$ cat src/rtl/pb_input_conditioner.sv
// Pushbutton conditioner: 2-flop synchronizer, per-bit debounce FSM, optional
// sticky press latch cleared by processor reads, and a registered output.
module pb_input_conditioner #(
    parameter logic [15:0] DEBOUNCE_CYCLES = 16'd50000,
    parameter int          CNT_WIDTH       = 16
) (
    input  logic       clk,
    input  logic       reset,
    input  logic [3:0] btn_raw,
    input  logic       sticky_mode,
    input  logic       rd_strobe,
    output logic [3:0] pushbuttons,
    output logic [3:0] btn_level,
    output logic       press_pending,
    output logic [7:0] dbg_state
);

    typedef enum logic [1:0] {
        S_LOW  = 2'd0,
        S_RISE = 2'd1,
        S_HIGH = 2'd2,
        S_FALL = 2'd3
    } state_e;

    localparam logic [CNT_WIDTH-1:0] CNT_LAST = CNT_WIDTH'(DEBOUNCE_CYCLES - 16'd1);
    localparam logic [CNT_WIDTH-1:0] CNT_ONE  = CNT_WIDTH'(1);

    logic [3:0]           sync1_q, sync2_q;
    state_e               state_q [4];
    state_e               state_d [4];
    logic [CNT_WIDTH-1:0] cnt_q   [4];
    logic [CNT_WIDTH-1:0] cnt_d   [4];
    logic [3:0]           level;
    logic [3:0]           level_prev_q;
    logic [3:0]           rise;
    logic [3:0]           sticky_q, sticky_d;
    logic [3:0]           pb_q, pb_d;
    logic                 pending_q, pending_d;

    always_ff @(posedge clk or posedge reset) begin
        if (reset) begin
            sync1_q <= '0;
            sync2_q <= '0;
        end else begin
            sync1_q <= btn_raw;
            sync2_q <= sync1_q;
        end
    end

    // Counter restarts at 1 on the first opposite sample, so reaching
    // CNT_LAST means the new level was seen for DEBOUNCE_CYCLES samples.
    always_comb begin
        for (int i = 0; i < 4; i++) begin
            state_d[i] = state_q[i];
            cnt_d[i]   = cnt_q[i];
            case (state_q[i])
                S_LOW: begin
                    if (sync2_q[i]) begin
                        state_d[i] = S_RISE;
                        cnt_d[i]   = CNT_ONE;
                    end
                end
                S_RISE: begin
                    if (!sync2_q[i]) begin
                        state_d[i] = S_LOW;
                        cnt_d[i]   = '0;
                    end else if (cnt_q[i] == CNT_LAST) begin
                        state_d[i] = S_HIGH;
                        cnt_d[i]   = '0;
                    end else begin
                        cnt_d[i] = cnt_q[i] + CNT_ONE;
                    end
                end
                S_HIGH: begin
                    if (!sync2_q[i]) begin
                        state_d[i] = S_FALL;
                        cnt_d[i]   = CNT_ONE;
                    end
                end
                S_FALL: begin
                    if (sync2_q[i]) begin
                        state_d[i] = S_HIGH;
                        cnt_d[i]   = '0;
                    end else if (cnt_q[i] == CNT_LAST) begin
                        state_d[i] = S_LOW;
                        cnt_d[i]   = '0;
                    end else begin
                        cnt_d[i] = cnt_q[i] + CNT_ONE;
                    end
                end
                default: begin
                    state_d[i] = S_LOW;
                    cnt_d[i]   = '0;
                end
            endcase
        end
    end

    always_ff @(posedge clk or posedge reset) begin
        if (reset) begin
            for (int i = 0; i < 4; i++) begin
                state_q[i] <= S_LOW;
                cnt_q[i]   <= '0;
            end
        end else begin
            for (int i = 0; i < 4; i++) begin
                state_q[i] <= state_d[i];
                cnt_q[i]   <= cnt_d[i];
            end
        end
    end

    always_comb begin
        for (int i = 0; i < 4; i++) begin
            level[i] = (state_q[i] == S_HIGH) || (state_q[i] == S_FALL);
        end
    end

    // A rise coincident with rd_strobe wins, so no press is ever lost.
    assign rise      = level & ~level_prev_q;
    assign sticky_d  = (sticky_q & ~{4{rd_strobe}}) | rise;
    assign pb_d      = sticky_mode ? sticky_q : level;
    assign pending_d = |sticky_q;

    always_ff @(posedge clk or posedge reset) begin
        if (reset) begin
            level_prev_q <= '0;
            sticky_q     <= '0;
            pb_q         <= '0;
            pending_q    <= 1'b0;
        end else begin
            level_prev_q <= level;
            sticky_q     <= sticky_d;
            pb_q         <= pb_d;
            pending_q    <= pending_d;
        end
    end

    assign pushbuttons   = pb_q;
    assign btn_level     = level;
    assign press_pending = pending_q;
    assign dbg_state     = {state_q[3], state_q[2], state_q[1], state_q[0]};

endmodule

$ cat config.mk
export PLATFORM = sky130hd
export DESIGN_NAME = pb_input_conditioner
export DESIGN_NICKNAME = d
export VERILOG_FILES = /design/src/rtl/pb_input_conditioner.sv
export SDC_FILE = /design/constraint.sdc
export NUM_CORES = 1
export LEC_CHECK = 0
export BUFFER_PORTS_ARGS = -buffer_cell sky130_fd_sc_hd__buf_2
export CAP_MARGIN = 25
export CORE_MARGIN = 2
export CORE_UTILIZATION = 49
export CTS_CLUSTER_SIZE = 10
export DETAILED_ROUTE_END_ITERATION = 10
export HOLD_SLACK_MARGIN = 0.08
export PLACE_DENSITY_LB_ADDON = 0.2
export SLEW_MARGIN = 25
export SYNTH_ARGS = -nofsm -noshare
export SYNTH_HDL_FRONTEND = slang
export SYNTH_SLANG_ARGS = --single-unit
$ cat constraint.sdc
create_clock -name clk -period 2.71 [get_ports clk]
set_clock_uncertainty 0.2 [all_clocks]
set_input_delay 0 -clock clk [delete_from_list [all_inputs] [get_ports clk]]
set_output_delay 0 -clock clk [all_outputs]
set_load 0.03 [all_outputs]
Word-level counts from Yosys, hierarchy flattened
Cells that the tools add are included.

cells by class
  eq/ne operators = 32
  bitwise operators = 5
  add/subtract/negate cells = 4
  reduce and logical (&&, ||, !) cells = 17
  multiplexer cells = 53

operators by type and width
  kind                   count
  $mux 16                20
  $pmux 16 s4            4
  $add 16x1->16 const B  4
  $eq 16x16->1 const B   4
  $mux 2                 24
  $pmux 2 s4             4
  $ne 3x3->1 const B     8
  $eq 2x2->1 const B     8
  $ne 2x2->1 const B     8
  $reduce_and 4->1       4
  $and 4x4->4            2
  $eq 2x1->1 const B     4
  $logic_not 2->1        4
  $not 4->4              2
  $reduce_and 2->1       4
  $logic_or 1x1->1       4
  $mux 4                 1
  $or 4x4->4             1
  $reduce_or 4->1        1

word-level totals
  bits of input ports = 8
  word-level logic and storage cells = 125
  output and inout port bits = 17
  bits in registers = 93

Depth between registers and ports, before layout
Gate-level depths: netlist of run 1.

  depth after elaboration = 4
  depth in mapped cells = 8
  mapped depth without buffers = 6

Worst setup path before layout of run 1
OpenSTA, ideal clock, no wires.

  path kind = reg-to-reg
  from = reg cnt_q[23] (netlist bit)
  to = reg cnt_q[18] (netlist bit)
  required time = 2373 ps
  arrival time = 1760 ps
  period minus slack after synthesis = 2096 ps
  path slack = 614 ps
  cell stages (with the launch flop) = 7
  path through = dfrtp_1 > or4b_4 > nor4_4 > nor2_2 > buf_6 > a21oi_1 > a31oi_1

between the ends
  cells in the longest elaborated chain, start to end = 4
  elaborated cells between the ends (all ways) = 5

ends and longest elaborated chain
  element                            line    source
  from (decl)                        31      logic [CNT_WIDTH-1:0] cnt_q [4];
  from (signal, indexed assignment)  108     cnt_q[i] <= cnt_d[i];
  $eq 16x16->1 (*)                   67, 84
  $mux 16 (*)                        67, 84
  $mux 16 (on tied branches)         81, 64
  $pmux 16 s4 (*)                    56      case (state_q[i])

Every way passes the cells marked *; elsewhere a longest branch is shown, timed or not.
A chain may end at the register's enable or synchronous reset.

Worst setup path after layout of run 1
  from = reg cnt_q[16] (netlist bit)
  to = reg cnt_q[27] (netlist bit)

between the ends
  cells in the longest elaborated chain, start to end = 4
  elaborated cells between the ends (all ways) = 6

ends and longest elaborated chain
  element                                               line
  $add 16x1->16 / $eq 16x16->1 (equally long branches)  --
  $mux 16 (*)                                           67, 84
  $mux 16 (on tied branches)                            81, 64
  $pmux 16 s4 (*)                                       56

Marks and branches as above.

==> impl_metrics.py, run 1 <==
metrics = {
    "setup_path": {
        "crit_family": "simple AND/OR/NAND/NOR gates",
        "critPathCaptureType": "register",
        "worstPathMaxFanout": 23,
        "worstPathCellList": "ha_1, nand3_1, nor4_4, nor2_2, o21ai_0, a31oi_1",
        "critPathKind": "register to register",
        "critPathBufInv": 0,
        "critPathArrivalTime_ns": 2.52,
        "critPathMaxStageDelay_ns": 0.68,
        "reg2reg_slack_ns": 0.28,
        "crit_required_ns": 2.80,
        "critical-path-slowest-cell": "nor2_2",
        "cp-start-kind": "register",
    },
    "placed_design": {
        "port_buffers": 24,
        "gp_congestion": 0.851,
        "dp_hpwl_mm": 6.21,
        "pre_cts_ws_ns": 0.333,
    },
    "grt": {
        "track_usage_pct": 19.5,
        "grt_pass1_wl_mm": 15.9,
        "grt_pass1_vias": 3349,
        "antenna_found_initial": 0,
        "overflow": 0,
        "grt_start_max_net_pins": 57,
    },
    "sta": {
        "rsz0062_at_grt": "no",
        "relSlewSlack_pct": 43.9,
        "worst_slew_pin_slew_ns": 0.840,
        "hold_viol": 0,
        "period_share_pct": 89.7,
        "fin_crit_ns": 2.43,
        "hold_ws_ns": 0.0983,
        "fmax_mhz": 412,
        "setup_viol": 0,
        "final.setup.tns_ns": 0,
        "slew_viol_final": 0,
        "setup_slack_ns": 0.280,
    },
    "synth": {
        "syn_area_per_cell_um2": 9.49,
        "async_flop_share_pct": 100,
        "synth_cell_type_count": 50,
        "yosysWarnings": 0,
        "yosysSeqAreaShare_pct": 51.5,
        "yosys_most_used_dff": "dfrtp_1",
        "synth-edff-count": 0,
        "synthesis.area_um2": 4520,
        "synth_seq_cells": 93,
        "synthCells": 476,
        "syn_nets": 489,
    },
    "cells_and_area": {
        "layout-area-overhead-vs-synth_pct": 11.4,
        "final_cell_mix": "dfrtp_1, nand2_1, a31oi_1",
        "diodes": 0,
        "finalCoreUtilization_pct": 55.2,
        "nFillCells": 816,
        "drive_gt1_share_pct": 11.5,
        "nets": 521,
        "layout_commonest_cell": "dfrtp_1",
    },
    "clock_network": {
        "clk_path_buf_depth": 2,
        "ctsHoldBuffers": 11,
        "cts_setup_buffers": 0,
        "tritoncts": "done",
        "clk_latency_ns": 0.37,
        "cts_resized": 0,
        "cts.reportedPaths.clkPinSlew_ns": 0.10,
        "clkSinkCount": 93,
        "root_buffer": "clkbuf_8",
        "cts.htree.levels": 3,
        "cts_inserted_buffers": 9,
    },
    "floorplan": {
        "ios": 25,
        "die_h_um": 100,
        "coreArea_um2": 9110,
        "die_w_um": 100,
        "initial_core_util_pct": 49.6,
        "die_area_um2": 10000,
        "core.rowCount": 35,
    },
    "hold_path": {
        "hp-class": "primary input to asynchronous set/reset pin",
    },
    "detailed_routing": {
        "drt_iter0_markers": 172,
        "drt_first_pass_iters": 4,
        "vias_per_cell": 5.83,
        "vias": 3639,
        "wl_per_cell_um": 14.7,
        "routed_wl_mm": 9.19,
        "drc": 0,
        "ant_nets": 0,
    },
    "power_and_ir_drop": {
        "power_w": 0.00427,
        "irDropWorstVdd_uv": 793,
        "p_per_area_nw_per_um2": 848,
        "leakagePower_nw": 2.16,
    },
    "status": {
        "status": "finished, final reports clean",
    },
    "flow_run": {
        "cap_violations": 0,
    },
}
kinds of logic (layout without fill, tap and decap cells):
logic type               count (synthesis)  after routing  synth area share [%]
flip-flops                              93             93                  51.5
AND/OR/NAND/NOR                        193            193                  22.6
XOR/XNOR                                 8              8                  1.55
AO/OA/AOI/OAI                          132            132                  17.9
multiplexers                             6              6                  1.41
buffers and inverters                   39             76                  3.68
adder cells (fa/ha/maj)                  5              5                  1.38
through the flow:
step           area, um2  cells
6_report            5030    624
4_1_cts             5030    624
2_1_floorplan       4520    476
3_3_place_gp        4750    597
3_5_place_dp        4750    597
5_1_grt             5030    624
final cells by class:
| cell class | instances | area [um2] | area share, % |
|---|---|---|---|
| clock buffers | 9 | 124 | 2.46 |
| clock inverters | 7 | 51.3 | 1.02 |
| inverters | 18 | 70.1 | 1.39 |
| multi-input cells | 344 | 2030 | 40.3 |
| flip-flops and latches | 93 | 2330 | 46.2 |
| well taps | 111 | 139 | 2.76 |
| repair buffers | 42 | 295 | 5.87 |
synth_stat cells (3+ instances only):
master	n	area, um2
nor4b_1	3	26.3
dfrtp_1	93	2330
and3_1	7	43.8
inv_1	18	67.6
o21a_1	4	30.0
a22o_1	8	70.1
o22ai_1	4	25.0
nand2_1	61	229
nand3_1	32	160
o21ai_0	34	170
clkbuf_1	14	52.6
nand4_1	12	75.1
or2_2	5	31.3
mux2i_1	3	30.0
and4_1	9	78.8
nor2_1	28	105
buf_2	4	20.0
nor3_1	10	50.1
nor4bb_1	6	60.1
xor2_1	8	70.1
ha_1	5	62.6
a21oi_1	25	125
or3_1	6	37.5
o21ai_1	4	20.0
a41oi_1	4	35.0
a21o_1	4	30.0
a31oi_1	35	219
state kept, by name, indices dropped and copies added, names as in the netlist, named ones only:
signal	cells
cnt_q	64
dbg_state	4
level_prev_q	4
pushbuttons	4
sticky_q	4
sync1_q	4
sync2_q	4
press_pending	1
worst register-to-register path: stages (launching register included):
cell and delay [ns]:
dfrtp_1 0.47, ha_1 0.29, nand3_1 0.19, nor4_4 0.10, nor2_2 0.68, o21ai_0 0.23, a31oi_1 0.21
power by group:
part | leakage [nW] | switching (W) | internal, W
registers | 1.22 | 0.000223 | 0.00161
clock network | 0.0856 | 0.000509 | 0.000336
logic | 0.854 | 0.00106 | 0.000521
layer usage:
metal	vias to the layer above	global-route usage, %	share of wire [%]	routed length [um]
met5	-	0	0	0
met4	0	6.74	1.1	103
met3	9	3.06	4.0	367
met2	78	30.4	46	4240
met1	1732	28.1	49	4470
li1	1820	-	-	-
final timing paths:
path | startpoint | cells past startpoint | end
worst max-delay path | cnt_q[16] | 6 | cnt_q[27]
worst min-delay path | reset | 3 | cnt_q[45]
worst max register to register | cnt_q[16] | 6 | cnt_q[27]
worst min register to register | sync1_q[1] | 0 | sync2_q[1]
max in group asynchronous | reset | 4 | sticky_q[2]
min in group clk | sync1_q[1] | 0 | sync2_q[1]
No activity file was read; power rests on OpenSTA's default activity.
==> inputs of run 2 (changes only) <==
Settings changed: PLACE_DENSITY from default to 0.72, PLACE_DENSITY_LB_ADDON 0.2 to default.
==> impl_metrics.py, run 2 (same netlist as run 1, synthesis figures left out) <==
metrics = {
    "status": {
        "status": "finished, final reports clean",
    },
    "clock_network": {
        "cts.htree.levels": 3,
        "tritoncts": "done",
        "cts_resized": 0,
        "clk_path_buf_depth": 2,
        "clkSinkCount": 93,
        "clk_latency_ns": 0.36,
        "cts_inserted_buffers": 9,
        "root_buffer": "clkbuf_8",
        "cts.reportedPaths.clkPinSlew_ns": 0.10,
    },
    "sta": {
        "fmax_mhz": 424,
        "period_share_pct": 86.9,
        "worst_slew_pin_slew_ns": 0.811,
        "relSlewSlack_pct": 45.9,
        "setup_viol": 0,
        "fin_crit_ns": 2.36,
        "hold_ws_ns": 0.0807,
        "final.setup.tns_ns": 0,
        "slew_viol_final": 0,
        "rsz0062_at_grt": "no",
        "hold_viol": 0,
    },
    "setup_path": {
        "worstPathCellList": "ha_1, nand3_1, nor4_4, nor2_2, a41oi_1, a31oi_1",
        "critical-path-slowest-cell": "nor2_2",
        "critPathMaxStageDelay_ns": 0.65,
        "worstPathMaxFanout": 23,
        "critPathBufInv": 0,
        "crit_family": "simple AND/OR/NAND/NOR gates",
        "crit_required_ns": 2.80,
        "critPathArrivalTime_ns": 2.44,
        "cp-start-kind": "register",
        "critPathCaptureType": "register",
        "critPathKind": "register to register",
    },
    "grt": {
        "grt_pass1_vias": 3244,
        "grt_start_max_net_pins": 52,
        "met1_usage_pct": 27.7,
        "antenna_found_initial": 0,
        "use_met3_pct": 3.76,
        "overflow": 0,
        "grt_busiest_layer": "met2",
        "track_usage_pct": 19.3,
        "grt_pass1_wl_mm": 15.4,
        "globalRouteMet2Util_pct": 29.8,
    },
    "detailed_routing": {
        "drc": 0,
        "routed_wl_mm": 9.09,
        "ant_nets": 0,
        "vias_per_cell": 5.88,
        "vias": 3680,
        "wl_per_cell_um": 14.5,
        "drt_iter0_markers": 198,
        "drt_first_pass_iters": 4,
    },
    "floorplan": {
        "die_w_um": 100,
        "core.rowCount": 35,
        "die_h_um": 100,
        "ios": 25,
        "coreArea_um2": 9110,
        "initial_core_util_pct": 49.6,
        "die_area_um2": 10000,
    },
    "flow_run": {
        "cap_violations": 0,
    },
    "cells_and_area": {
        "final-seq-area_um2": 2330,
        "drive_gt1_share_pct": 11.7,
        "multiInputGateArea_um2": 2030,
        "layout-area-overhead-vs-synth_pct": 12.7,
        "layout_commonest_cell": "dfrtp_1",
        "largest_reg_flops": 64,
        "nets": 523,
        "nFillCells": 800,
        "diodes": 0,
        "largest-register": "cnt_q",
        "final_cell_mix": "dfrtp_1, nand2_1, a31oi_1",
    },
    "power_and_ir_drop": {
        "leakagePower_nw": 2.19,
        "irDropWorstVdd_uv": 566,
        "p_per_area_nw_per_um2": 878,
    },
    "placed_design": {
        "port_buffers": 24,
        "gp_congestion": 0.888,
        "dp_hpwl_mm": 6.15,
    },
    "hold_path": {
        "hp-class": "primary input to asynchronous set/reset pin",
    },
}
==> run 2: cell types whose count changed in the layout (fill, tap and decap cells not counted), sizes merged <==
cell | previous run | this run
clkinv | 4 | 2
buf | 31 | 33
clkinvlp | 2 | 1
clkbuf | 9 | 10
bufinv | 0 | 2
==> run 2: worst paths after layout <==
path / start / end / slack, ns / depth (start not counted)
max: cnt_q[16] / cnt_q[31] / 0.35 / 6
min: reset / cnt_q[11] / 0.08 / 3
max reg2reg: cnt_q[16] / cnt_q[31] / 0.35 / 6
min reg2reg: sync1_q[2] / sync2_q[2] / 0.16 / 0
max in group asynchronous: reset / pushbuttons[2] / 1.55 / 4
min in group clk: sync1_q[2] / sync2_q[2] / 0.16 / 0
==> run 2: per-layer routing <==
layer | vias to the layer above | wire [um]
li1 | 1826 | -
met3 | 8 | 293
met1 | 1781 | 4460
met2 | 65 | 4220
met4 | 0 | 114
met5 | - | 0
==> run 2: cell type report <==
cell class                 count  area share [%]
clock buffer                  10            2.51
clock inverter                 6            1.84
inverter                      18            1.35
multi-input combinational    344            39.8
sequential                    93            45.7
tap                          111            2.73
timing repair buffer          44            6.09
==> run 2: stage by stage <==
step	total power (W)	utilization, %	setup WS [ns]	area, um2	cells
2_1_floorplan	0.00305	-	0.0897	4520	476
3_3_place_gp	0.00341	52.3	0.445	4760	599
3_5_place_dp	0.00345	52.3	0.362	4760	599
4_1_cts	0.00450	55.9	0.359	5090	626
5_1_grt	0.00477	55.9	0.163	5090	626
6_report	0.00447	55.9	0.354	5090	626
==> run 2: worst min-delay path: stages <==
cell and delay (ns):
dlygate4sd3_1 0.52, buf_2 0.12, clkinv_2 0.49
==> run 2: power breakdown <==
group | switching (W) | internal (W) | leakage (nW)
logic | 0.00106 | 0.000539 | 0.864
registers | 0.000219 | 0.00161 | 1.22
clock network | 0.000510 | 0.000529 | 0.107
total | 0.00179 | 0.00268 | 2.19
==> run 2: repair_timing <==
| action | CTS | global route |
|---|---|---|
| setup buffers | 0 | 0 |
| hold buffers | 11 | 0 |
| hold endpoints to repair | 105 | 0 |
==> inputs of run 3 (changes only) <==
Settings changed: ABC_AREA from default to 1, CORE_UTILIZATION 49 to 55, PLACE_DENSITY 0.72 to 0.79, TNS_END_PERCENT from default to 20.
==> impl_metrics.py, run 3 <==
metrics = {
    "power_and_ir_drop": {
        "leakagePower_nw": 2.60,
        "p_sw_w": 0.00157,
        "comb_power_share_pct": 32.2,
        "clkPwrFrac_pct": 22.8,
        "irDropWorstVdd_uv": 591,
        "seq_power_share_pct": 44.9,
        "power_w": 0.00402,
        "p_int_w": 0.00246,
        "swShare_pct": 38.9,
        "p_per_area_nw_per_um2": 743,
    },
    "cells_and_area": {
        "finalCoreUtilization_pct": 62.4,
        "layout_commonest_cell": "nand2_1",
        "diodes": 0,
        "nets": 694,
        "largest_reg_flops": 64,
        "drive_gt1_share_pct": 9.20,
        "nFillCells": 776,
        "final_cell_mix": "nand2_1, dfrtp_1, inv_1",
        "largest-register": "cnt_q",
        "layout-area-overhead-vs-synth_pct": 10.2,
    },
    "floorplan": {
        "die_w_um": 98.5,
        "die_h_um": 98.5,
        "initial_core_util_pct": 56.6,
        "core.rowCount": 34,
        "ios": 25,
        "die_area_um2": 9700,
        "coreArea_um2": 8680,
    },
    "clock_network": {
        "clk_latency_ns": 0.35,
        "cts_resized": 0,
        "cts.htree.levels": 3,
        "tritoncts": "done",
        "root_buffer": "clkbuf_8",
        "clkSinkCount": 93,
        "cts_inserted_buffers": 9,
        "clk_path_buf_depth": 2,
        "cts.reportedPaths.clkPinSlew_ns": 0.08,
    },
    "detailed_routing": {
        "drt_first_pass_iters": 5,
        "ant_nets": 0,
        "vias": 4143,
        "routed_wl_mm": 9.79,
        "wl_per_cell_um": 12.3,
        "drt_iter0_markers": 271,
        "vias_per_cell": 5.22,
        "drc": 0,
    },
    "grt": {
        "track_usage_pct": 21.5,
        "grt_pass1_wl_mm": 17.3,
        "overflow": 0,
        "grt_start_max_net_pins": 55,
        "antenna_found_initial": 0,
        "grt_pass1_vias": 3863,
    },
    "synth": {
        "synth_seq_cells": 93,
        "synth.most_common_cell": "nand2_1",
        "yosys-top-cells-count": "nand2_1, dfrtp_1, inv_1",
        "syn_area_per_cell_um2": 7.59,
        "async_flop_share_pct": 100,
        "syn_nets": 660,
        "yosys_most_used_dff": "dfrtp_1",
        "synth_cell_type_count": 30,
        "yosysTopAreaCell": "dfrtp_1",
        "synthesis.area_um2": 4910,
        "yosysTopAreaCellShare_pct": 47.4,
        "yosysSeqAreaShare_pct": 47.4,
        "yosysWarnings": 0,
        "synthTopCellsByArea": "dfrtp_1, nand2_1, inv_1, nand3_1, nor2_1",
        "synth-edff-count": 0,
        "synthCells": 647,
    },
    "hold_path": {
        "hp-class": "primary input to register",
    },
    "sta": {
        "relSlewSlack_pct": 56.9,
        "period_share_pct": 73.4,
        "final.setup.tns_ns": 0,
        "setup_slack_ns": 0.721,
        "fin_crit_ns": 1.99,
        "worst_slew_pin_slew_ns": 0.647,
        "setup_viol": 0,
        "rsz0062_at_grt": "no",
        "hold_ws_ns": 0.0948,
        "slew_viol_final": 0,
        "fmax_mhz": 503,
        "hold_viol": 0,
    },
    "setup_path": {
        "critPathArrivalTime_ns": 2.02,
        "worstPathCellList": "ha_1, nand3_1, nor2_1, nand2_1, nand2_1, inv_1, nand3_1, nand2_1",
        "critPathCaptureType": "register",
        "cp-start-kind": "register",
        "reg2reg_slack_ns": 0.72,
        "crit_family": "simple AND/OR/NAND/NOR gates",
        "critical-path-slowest-cell": "dfrtp_1",
        "critPathKind": "register to register",
        "critPathBufInv": 1,
        "crit_required_ns": 2.75,
        "critPathMaxStageDelay_ns": 0.42,
        "worstPathMaxFanout": 11,
        "cp_common_cell": "nand2_1",
    },
    "flow_run": {
        "cap_violations": 0,
    },
    "placed_design": {
        "pre_cts_ws_ns": 0.751,
        "gp_congestion": 0.908,
        "port_buffers": 24,
        "dp_hpwl_mm": 7.05,
    },
    "status": {
        "status": "finished, final reports clean",
    },
}
run 3: layout make-up:
type / count / area (um2) / share of cell area, %
Clock buffer: 14 / 163 / 3.01
Sequential cell: 93 / 2330 / 43.0
Timing Repair Buffer: 35 / 238 / 4.39
Tap cell: 108 / 135 / 2.50
Multi-Input combinational cell: 456 / 2190 / 40.5
Clock inverter: 1 / 30.0 / 0.555
Inverter: 86 / 325 / 6.01
run 3: power groups by stage:
| stage | Clock (W) | Sequential [W] | Combinational, W |
|---|---|---|---|
| finish | 0.000918 | 0.00181 | 0.00130 |
| global route | 0.00100 | 0.00185 | 0.00145 |
| CTS | 0.000948 | 0.00181 | 0.00131 |
| detailed placement | 0 | 0.00184 | 0.00130 |
| global placement | 0 | 0.00183 | 0.00127 |
| floorplan | 0 | 0.00198 | 0.000826 |
run 3: kinds of logic after synthesis:
family / Yosys count / synth area share (%)
flops: 93 / 47.4
compound gates: 69 / 8.00
buf+inv: 98 / 7.90
simple gates: 359 / 31.3
fa+ha+maj: 5 / 1.27
xor+xnor: 23 / 4.10
run 3: stage by stage:
step	area, um2	cells
floorplan	4910	647
global placement	5130	769
detailed placement	5130	769
CTS	5410	793
global route	5410	793
finish	5410	793
run 3: final timing paths:
check,startpoint,to,cells after the start
min in group asynchronous,reset,dbg_state[0],3
max,cnt_q[17],cnt_q[27],8
min reg2reg,sync1_q[0],sync2_q[0],0
max in group asynchronous,reset,press_pending,4
max reg2reg,cnt_q[17],cnt_q[27],8
min,btn_raw[1],sync1_q[1],2
run 3: what timing repair did:
| action | CTS | global route |
|---|---|---|
| hold endpoints to repair | 105 | 0 |
| hold buffers | 9 | 0 |
| setup buffers | 0 | 0 |
run 3: worst reg2reg max path, stage by stage (launching register included):
cell     delay, ns
dfrtp_1       0.42
ha_1          0.24
nand3_1       0.09
nor2_1        0.11
nand2_1       0.10
nand2_1       0.29
inv_1         0.23
nand3_1       0.13
nand2_1       0.05
run 3: layer usage:
metal	up-vias	wire length (um)	track usage [%]
li1	2117	-	-
met3	18	423	4.61
met1	1913	4590	29.6
met4	0	179	7.48
met2	95	4590	34.2
met5	-	0	0
